==> config.mk <==
export PLATFORM = sky130hd
export DESIGN_NAME = vid_stream_gen_flat
export DESIGN_NICKNAME = d
export VERILOG_FILES = /design/src/rtl/vid_stream_if.sv /design/src/rtl/vid_stream_gen.sv /design/src/flat_wrapper.sv
export SDC_FILE = /design/constraint.sdc
export NUM_CORES = 1
export LEC_CHECK = 0
export ABC_AREA = 1
export CELL_PAD_IN_SITES_DETAIL_PLACEMENT = 1
export CELL_PAD_IN_SITES_GLOBAL_PLACEMENT = 1
export CORE_MARGIN = 2
export CORE_UTILIZATION = 25
export DETAILED_ROUTE_END_ITERATION = 6
export PLACE_DENSITY_LB_ADDON = 0.1
export SYNTH_ARGS = -nofsm -noshare
export SYNTH_HDL_FRONTEND = slang
export SYNTH_SLANG_ARGS = --single-unit
==> constraint.sdc <==
create_clock -name vo_clk -period 2.5 [get_ports vo_clk]
set_clock_uncertainty 0.15 [all_clocks]
set_input_delay 0.5 -clock vo_clk [delete_from_list [all_inputs] [get_ports vo_clk]]
set_output_delay 0.5 -clock vo_clk [all_outputs]
set_load 0.01 [all_outputs]
==> src/rtl/vid_stream_if.sv <==
// -----------------------------------------------------------------------------
// vid_stream_if
//   Output bundle of the video stream source.
//   Stream side (consumed by overlay stages):
//     out_vsync  one-clock frame-start pulse
//     out_req    high for each active pixel
//     out_eol    last active pixel of a line
//     out_eof    last active pixel of the frame
//     out_pixel  {R,G,B}, zero outside the active region
//   Raw side (consumed by the output encoder):
//     vid_hsync, vid_vsync  active-high syncs
//     vid_de                data enable, identical to out_req
//   master: the generator drives everything; slave: consumers observe.
// -----------------------------------------------------------------------------
interface vid_stream_if;
    logic        out_vsync;
    logic        out_req;
    logic        out_eol;
    logic        out_eof;
    logic [23:0] out_pixel;
    logic        vid_hsync;
    logic        vid_vsync;
    logic        vid_de;

    modport master (
        output out_vsync, out_req, out_eol, out_eof, out_pixel,
        output vid_hsync, vid_vsync, vid_de
    );

    modport slave (
        input out_vsync, out_req, out_eol, out_eof, out_pixel,
        input vid_hsync, vid_vsync, vid_de
    );
endinterface

==> src/rtl/vid_stream_gen.sv <==
// -----------------------------------------------------------------------------
// vid_stream_gen
//   Raster timing generator and test-pattern source at the head of the
//   video-out pipeline.
//   Ports:
//     vo_clk       pixel clock, the only clock
//     vo_reset_    asynchronous active-low reset
//     pattern_sel  0 solid, 1 colour bars, 2 gradient, 3 checkerboard;
//                  latched once per frame at the vsync-start cycle
//     vout         vid_stream_if master: stream + raw sync outputs
//   All outputs are registered one clock after the counter state they
//   describe, so stream and raw signals stay mutually aligned.
//   The counters reset to the vsync-start position, so the first thing seen
//   after reset is a vsync pulse rather than a partial frame.
// -----------------------------------------------------------------------------
module vid_stream_gen #(
    parameter int          H_ACTIVE    = 640,
    parameter int          H_FP        = 16,
    parameter int          H_SYNC      = 96,
    parameter int          H_BP        = 48,
    parameter int          V_ACTIVE    = 480,
    parameter int          V_FP        = 10,
    parameter int          V_SYNC      = 2,
    parameter int          V_BP        = 33,
    parameter logic [23:0] SOLID_COLOR = 24'h000080
) (
    input  logic         vo_clk,
    input  logic         vo_reset_,
    input  logic [1:0]   pattern_sel,
    vid_stream_if.master vout
);

    typedef enum logic [1:0] {
        PAT_SOLID = 2'd0,
        PAT_BARS  = 2'd1,
        PAT_GRAD  = 2'd2,
        PAT_CHECK = 2'd3
    } pattern_e;

    localparam int H_TOTAL = H_ACTIVE + H_FP + H_SYNC + H_BP;
    localparam int V_TOTAL = V_ACTIVE + V_FP + V_SYNC + V_BP;
    localparam int HW      = $clog2(H_TOTAL);
    localparam int VW      = $clog2(V_TOTAL);
    localparam int BAR_W   = H_ACTIVE / 8;
    localparam int BW      = (BAR_W > 1) ? $clog2(BAR_W) : 1;

    localparam logic [HW-1:0] H_LAST   = HW'(H_TOTAL - 1);
    localparam logic [VW-1:0] V_LAST   = VW'(V_TOTAL - 1);
    localparam logic [VW-1:0] V_VS_BEG = VW'(V_ACTIVE + V_FP);
    localparam logic [BW-1:0] BAR_LAST = BW'(BAR_W - 1);

    // Region bounds compared at 32 bits so an end bound equal to the
    // counter's wrap value cannot truncate.
    localparam logic [31:0] H_ACT_END = 32'(H_ACTIVE);
    localparam logic [31:0] H_EOL     = 32'(H_ACTIVE - 1);
    localparam logic [31:0] HS_BEG    = 32'(H_ACTIVE + H_FP);
    localparam logic [31:0] HS_END    = 32'(H_ACTIVE + H_FP + H_SYNC);
    localparam logic [31:0] V_ACT_END = 32'(V_ACTIVE);
    localparam logic [31:0] V_EOF     = 32'(V_ACTIVE - 1);
    localparam logic [31:0] VS_BEG    = 32'(V_ACTIVE + V_FP);
    localparam logic [31:0] VS_END    = 32'(V_ACTIVE + V_FP + V_SYNC);

    // Raster position and pattern state
    logic [HW-1:0] h_cnt_q,   h_cnt_d;
    logic [VW-1:0] v_cnt_q,   v_cnt_d;
    logic [BW-1:0] bar_cnt_q, bar_cnt_d;
    logic [2:0]    bar_idx_q, bar_idx_d;
    pattern_e      pat_q,     pat_d;

    // Registered outputs
    logic          out_vsync_q, out_vsync_d;
    logic          out_req_q,   out_req_d;
    logic          out_eol_q,   out_eol_d;
    logic          out_eof_q,   out_eof_d;
    logic [23:0]   out_pixel_q, out_pixel_d;
    logic          vid_hsync_q, vid_hsync_d;
    logic          vid_vsync_q, vid_vsync_d;

    logic [31:0]   h_ext;
    logic [31:0]   v_ext;
    logic          line_wrap;
    logic          frame_start;
    logic          active;
    logic [7:0]    grad_b;

    // -------------------------------------------------------------------------
    // Counters, bar sub-counter and per-frame pattern register
    // -------------------------------------------------------------------------
    always_comb begin
        // NOTE: every always_comb output gets a default first so no path
        // leaves it unassigned; that is what keeps these blocks latch-free.
        h_cnt_d   = h_cnt_q + 1'b1;
        v_cnt_d   = v_cnt_q;
        bar_cnt_d = bar_cnt_q;
        bar_idx_d = bar_idx_q;
        pat_d     = pat_q;

        line_wrap   = (h_cnt_q == H_LAST);
        frame_start = (h_cnt_q == '0) && (v_cnt_q == V_VS_BEG);

        if (line_wrap) begin
            h_cnt_d = '0;
            v_cnt_d = (v_cnt_q == V_LAST) ? '0 : v_cnt_q + 1'b1;
        end

        // The bar sub-counter tracks the bar containing h_cnt_q; it restarts
        // with the line so no divider is needed for the bar index.
        if (line_wrap) begin
            bar_cnt_d = '0;
            bar_idx_d = '0;
        end else if (32'(h_cnt_q) < H_ACT_END) begin
            if (bar_cnt_q == BAR_LAST) begin
                bar_cnt_d = '0;
                bar_idx_d = bar_idx_q + 1'b1;
            end else begin
                bar_cnt_d = bar_cnt_q + 1'b1;
            end
        end

        if (frame_start) begin
            pat_d = pattern_e'(pattern_sel);
        end
    end

    // -------------------------------------------------------------------------
    // Output decode from the current counter state
    // -------------------------------------------------------------------------
    always_comb begin
        h_ext  = 32'(h_cnt_q);
        v_ext  = 32'(v_cnt_q);
        active = (h_ext < H_ACT_END) && (v_ext < V_ACT_END);
        grad_b = h_ext[7:0] + v_ext[7:0];

        out_vsync_d = (h_cnt_q == '0) && (v_cnt_q == V_VS_BEG);
        out_req_d   = active;
        out_eol_d   = active && (h_ext == H_EOL);
        out_eof_d   = active && (h_ext == H_EOL) && (v_ext == V_EOF);
        vid_hsync_d = (h_ext >= HS_BEG) && (h_ext < HS_END);
        vid_vsync_d = (v_ext >= VS_BEG) && (v_ext < VS_END);
        out_pixel_d = 24'h000000;

        if (active) begin
            case (pat_q)
                PAT_SOLID: out_pixel_d = SOLID_COLOR;
                PAT_BARS: begin
                    case (bar_idx_q)
                        3'd0:    out_pixel_d = 24'hFFFFFF;
                        3'd1:    out_pixel_d = 24'hFFFF00;
                        3'd2:    out_pixel_d = 24'h00FFFF;
                        3'd3:    out_pixel_d = 24'h00FF00;
                        3'd4:    out_pixel_d = 24'hFF00FF;
                        3'd5:    out_pixel_d = 24'hFF0000;
                        3'd6:    out_pixel_d = 24'h0000FF;
                        default: out_pixel_d = 24'h000000;
                    endcase
                end
                PAT_GRAD:  out_pixel_d = {h_ext[7:0], v_ext[7:0], grad_b};
                PAT_CHECK: out_pixel_d = (h_ext[4] ^ v_ext[4]) ? 24'hFFFFFF : 24'h000000;
                default:   out_pixel_d = 24'h000000;
            endcase
        end
    end

    // -------------------------------------------------------------------------
    // State and output registers
    // -------------------------------------------------------------------------
    always_ff @(posedge vo_clk or negedge vo_reset_) begin
        if (!vo_reset_) begin
            h_cnt_q     <= '0;
            v_cnt_q     <= V_VS_BEG;
            bar_cnt_q   <= '0;
            bar_idx_q   <= '0;
            pat_q       <= PAT_SOLID;
            out_vsync_q <= 1'b0;
            out_req_q   <= 1'b0;
            out_eol_q   <= 1'b0;
            out_eof_q   <= 1'b0;
            out_pixel_q <= 24'h000000;
            vid_hsync_q <= 1'b0;
            vid_vsync_q <= 1'b0;
        end else begin
            // NOTE: non-blocking assignments here so every flop samples the
            // pre-edge value of its inputs regardless of statement order.
            h_cnt_q     <= h_cnt_d;
            v_cnt_q     <= v_cnt_d;
            bar_cnt_q   <= bar_cnt_d;
            bar_idx_q   <= bar_idx_d;
            pat_q       <= pat_d;
            out_vsync_q <= out_vsync_d;
            out_req_q   <= out_req_d;
            out_eol_q   <= out_eol_d;
            out_eof_q   <= out_eof_d;
            out_pixel_q <= out_pixel_d;
            vid_hsync_q <= vid_hsync_d;
            vid_vsync_q <= vid_vsync_d;
        end
    end

    assign vout.out_vsync = out_vsync_q;
    assign vout.out_req   = out_req_q;
    assign vout.out_eol   = out_eol_q;
    assign vout.out_eof   = out_eof_q;
    assign vout.out_pixel = out_pixel_q;
    assign vout.vid_hsync = vid_hsync_q;
    assign vout.vid_vsync = vid_vsync_q;
    assign vout.vid_de    = out_req_q;

endmodule

==> src/flat_wrapper.sv <==
// flat-port wrapper written by rule: the top's interface ports become plain ports
module vid_stream_gen_flat 
#(
    parameter int          H_ACTIVE    = 640,
    parameter int          H_FP        = 16,
    parameter int          H_SYNC      = 96,
    parameter int          H_BP        = 48,
    parameter int          V_ACTIVE    = 480,
    parameter int          V_FP        = 10,
    parameter int          V_SYNC      = 2,
    parameter int          V_BP        = 33,
    parameter logic [23:0] SOLID_COLOR = 24'h000080
)
  (vo_clk, vo_reset_, pattern_sel, vout_out_vsync, vout_out_req, vout_out_eol, vout_out_eof, vout_out_pixel, vout_vid_hsync, vout_vid_vsync, vout_vid_de);
  vid_stream_if vout_i ();
  input  logic vo_clk;
  input  logic vo_reset_;
  input  logic [1:0] pattern_sel;
  output wire logic [$bits(vout_i.out_vsync)-1:0] vout_out_vsync;
  output wire logic [$bits(vout_i.out_req)-1:0] vout_out_req;
  output wire logic [$bits(vout_i.out_eol)-1:0] vout_out_eol;
  output wire logic [$bits(vout_i.out_eof)-1:0] vout_out_eof;
  output wire logic [$bits(vout_i.out_pixel)-1:0] vout_out_pixel;
  output wire logic [$bits(vout_i.vid_hsync)-1:0] vout_vid_hsync;
  output wire logic [$bits(vout_i.vid_vsync)-1:0] vout_vid_vsync;
  output wire logic [$bits(vout_i.vid_de)-1:0] vout_vid_de;
  assign vout_out_vsync = vout_i.out_vsync;
  assign vout_out_req = vout_i.out_req;
  assign vout_out_eol = vout_i.out_eol;
  assign vout_out_eof = vout_i.out_eof;
  assign vout_out_pixel = vout_i.out_pixel;
  assign vout_vid_hsync = vout_i.vid_hsync;
  assign vout_vid_vsync = vout_i.vid_vsync;
  assign vout_vid_de = vout_i.vid_de;
  vid_stream_gen #(.H_ACTIVE(H_ACTIVE), .H_FP(H_FP), .H_SYNC(H_SYNC), .H_BP(H_BP), .V_ACTIVE(V_ACTIVE), .V_FP(V_FP), .V_SYNC(V_SYNC), .V_BP(V_BP), .SOLID_COLOR(SOLID_COLOR)) u_core (.vo_clk(vo_clk), .vo_reset_(vo_reset_), .pattern_sel(pattern_sel), .vout(vout_i));
endmodule
==> flow_summary_export.csv <==
group,metric,value,unit
die,die_h,118.8,um
finish,fin_nets,443,
clocking,cts_sinks,62,
die,rows,41,
critical_path,reg2reg_depth,5,
grt,grt_max_degree,63,
clocking,root_buffer,"clkbuf_16",
sta,period_minus_slack,2.128,ns
placement,dp.cells,582,
critical_path,r2r_start,"u_core.h_cnt_q[4]",
clocking,numCtsBuffers,9,
finish,instances_no_fill,598,
critical_path,critPathLaunchType,"flip-flop",
finish,multi_input_area,0.001484,mm2
sta,slew_viol_final,0,
power_and_ir_drop,leakage,1.815,nW
critical_path,setup.worst_path.end_class,"flip-flop",
critical_path,crit_type,"flip-flop to flip-flop",
placement,gp_congestion,0.7639,
die,dieWidth,118.8,um
clocking,h-tree-depth,3,
clocking,clk_pin_slew,0.05,ns
sta,post-route-period-util,0.8513,
sta,finalHoldViolations,0,
yosys,synth-seq-area-share,0.4734,
detailed_routing,routed_wl,8752,um
clocking,insertion_delay,0.33,ns
yosys,async_reset_ff_frac,1.000,
critical_path,startpoint,"u_core.h_cnt_q[4]",
sta,setup_viol_count_final,0,
finish,regArea,0.001559,mm2
status,status,"finished, final reports clean",
grt,grt_first_pass_wirelength,14990,um
sta,rsz0062_at_grt,"false",
grt,antenna_found_initial,0,
finish,area_delta_synth_final,24.89,%
critical_path,r2r_slack,0.37,ns
detailed_routing,wl_per_cell,14.64,um
min_path,hold_path.class,"input pin to asynchronous set/reset pin",
yosys,synth_seq_cells,62,
finish,drive_gt1_frac,0.1009,
die,ios,35,
detailed_routing,dr.pass1.iters,4,
clocking,cts_tree,"done",
clocking,cts_resized,0,
clocking,postCtsSetupBuffers,0,
yosys,synth_edf_count,0,
yosys,ys_types,33,
grt,grt-ovfl-total,0,
sta,worstMarginPinSlew,0.6257,ns
critical_path,cp.required,2.59,ns
clocking,cts-hold-fix-buffers,0,
sta,tns,0,ns
critical_path,crit_arrival,2.21,ns
power_and_ir_drop,ir_drop,0.2620,mV
die,start_util,0.2589,
sta,slew_headroom,0.5800,
die,dieArea,0.01411,mm2
placement,hpwl,6579,um
finish,fillers,1528,
detailed_routing,viasPerCell,4.430,
power_and_ir_drop,cellPowerDensity,527.6,mW/mm2
die,core,0.01272,mm2
grt,grt_pass1_vias,2864,
yosys,postSynthCellCount,380,
critical_path,rr_endpoint,"u_core.vout.out_pixel[3]",
critical_path,endpoint,"u_core.vout.out_pixel[3]",
grt,grt_usage,0.1350,
critical_path,worstPathMaxFanout,10,
flow_run,drv_cap,0,
detailed_routing,antenna_left,0,
yosys,syn_nets,402,
detailed_routing,drc_errors,0,
placement,port_buffers,34,
detailed_routing,drt_iter0_drc,130,
yosys,syn_avg_cell_area,8.666,um2
yosys,syn-cell-area,0.003293,mm2
finish,diodes,0,
clocking,clock_path_buffers,2,
yosys,synth_flop_cell,"dfrtp_1",
detailed_routing,vias,2649,
yosys,yosys_warnings,0,
sta,fmax,469.9,MHz
==> worst min-delay path by stage <==
stage                              startpoint                  endpoint  slack, ns  depth (start not counted)
final                               vo_reset_  u_core.vout.out_pixel[5]       0.03                          2
after floorplan                     vo_reset_       u_core.bar_cnt_q[0]       0.05                          0
after global routing                vo_reset_  u_core.vout.out_pixel[2]       0.07                          2
after global placement    u_core.bar_idx_q[2]       u_core.bar_idx_q[2]       0.32                          2
after CTS                           vo_reset_  u_core.vout.out_pixel[3]       0.05                          2
after detailed placement  u_core.bar_idx_q[2]       u_core.bar_idx_q[2]       0.33                          2
==> through the flow <==
stage / total power [mW] / util / hold WS (ns) / area (um2) / worst slack, ns
after global routing: 2.249 / 0.3233 / 0.06880 / 4113 / 0.1070
final: 2.170 / 0.3233 / 0.02648 / 4113 / 0.3717
after global placement: 1.052 / 0.3021 / 0.3242 / 3844 / 0.3464
after floorplan: 1.022 / - / 0.05441 / 3293 / 0.7471
after CTS: 2.200 / 0.3233 / 0.04550 / 4113 / 0.3188
after detailed placement: 1.052 / 0.3021 / 0.3325 / 3844 / 0.3328
==> area by class of cell <==
cell class / count / share of cell area
clock buffers: 12 / 0.05993
inverters: 46 / 0.04198
clock inverters: 4 / 0.005476
well taps: 172 / 0.05233
repair buffers: 41 / 0.1004
flip-flops and latches: 62 / 0.3791
multi-input cells: 261 / 0.3608
==> cells in the mapped netlist (4+ instances only) <==
master	n	share of area
or2_2	4	0.0076
a21oi_1	24	0.036
ha_1	17	0.065
nand3_1	28	0.043
inv_1	44	0.050
nand4_1	13	0.025
nand2_1	75	0.085
xor2_1	11	0.029
o21ai_0	19	0.029
nor3_1	12	0.018
nor2_1	29	0.033
dfrtp_1	56	0.43
a31oi_1	9	0.017
dfstp_2	6	0.048
==> cells in the final DEF (no fill, tap or decap), types with 4 or more instances in the layout <==
master	instances
nand3_1	28
clkbuf_16	9
clkdlybuf4s50_1	33
nor2_1	29
nand4_1	13
a31oi_1	9
xor2_1	11
or2_2	4
inv_1	44
o21ai_0	19
nand2_1	75
dfstp_2	6
ha_1	17
a21oi_1	24
dfrtp_1	56
nor3_1	12
buf_4	5
==> cells by family (layout without fill, tap and decap cells) <==
| logic type | Yosys count | count (layout) | share of synthesized area |
|---|---|---|---|
| AO/OA/AOI/OAI | 56 | 56 | 0.09119 |
| XOR/XNOR | 14 | 14 | 0.03723 |
| adder cells (fa/ha/maj) | 18 | 18 | 0.07067 |
| buffers and inverters | 57 | 103 | 0.07599 |
| flip-flops | 62 | 62 | 0.4734 |
| AND/OR/NAND/NOR | 173 | 173 | 0.2515 |
==> worst max-delay path: stages (launching register included) <==
cell	delay [ns]
dfrtp_1	0.48
ha_1	0.47
nand3_1	0.34
nand2_1	0.29
inv_1	0.12
a21oi_1	0.19
==> sequential cells by signal (all words and copies together) (netlist names), 2 cells and up <==
name and cells:
u_core.vout.out_pixel 24, u_core.h_cnt_q 10, u_core.v_cnt_q 10, u_core.bar_cnt_q 7, u_core.bar_idx_q 3, u_core.pat_q 2
==> metal layers <==
| layer | global-route usage | wire [um] | up-vias |
|---|---|---|---|
| met5 | 0 | 0 | - |
| met4 | 0.05506 | 155 | 0 |
| met3 | 0.02510 | 273 | 12 |
| met2 | 0.2065 | 3912 | 51 |
| met1 | 0.1872 | 4411 | 1248 |
| li1 | - | - | 1338 |
==> where the power goes <==
| group | switching, mW | internal (mW) |
|---|---|---|
| Combinational | 0.0203 | 0.00659 |
| Clock | 0.445 | 0.693 |
| Sequential | 0 | 1.00 |
| Total | 0.466 | 1.70 |
No activity file was read; power rests on OpenSTA's default activity.
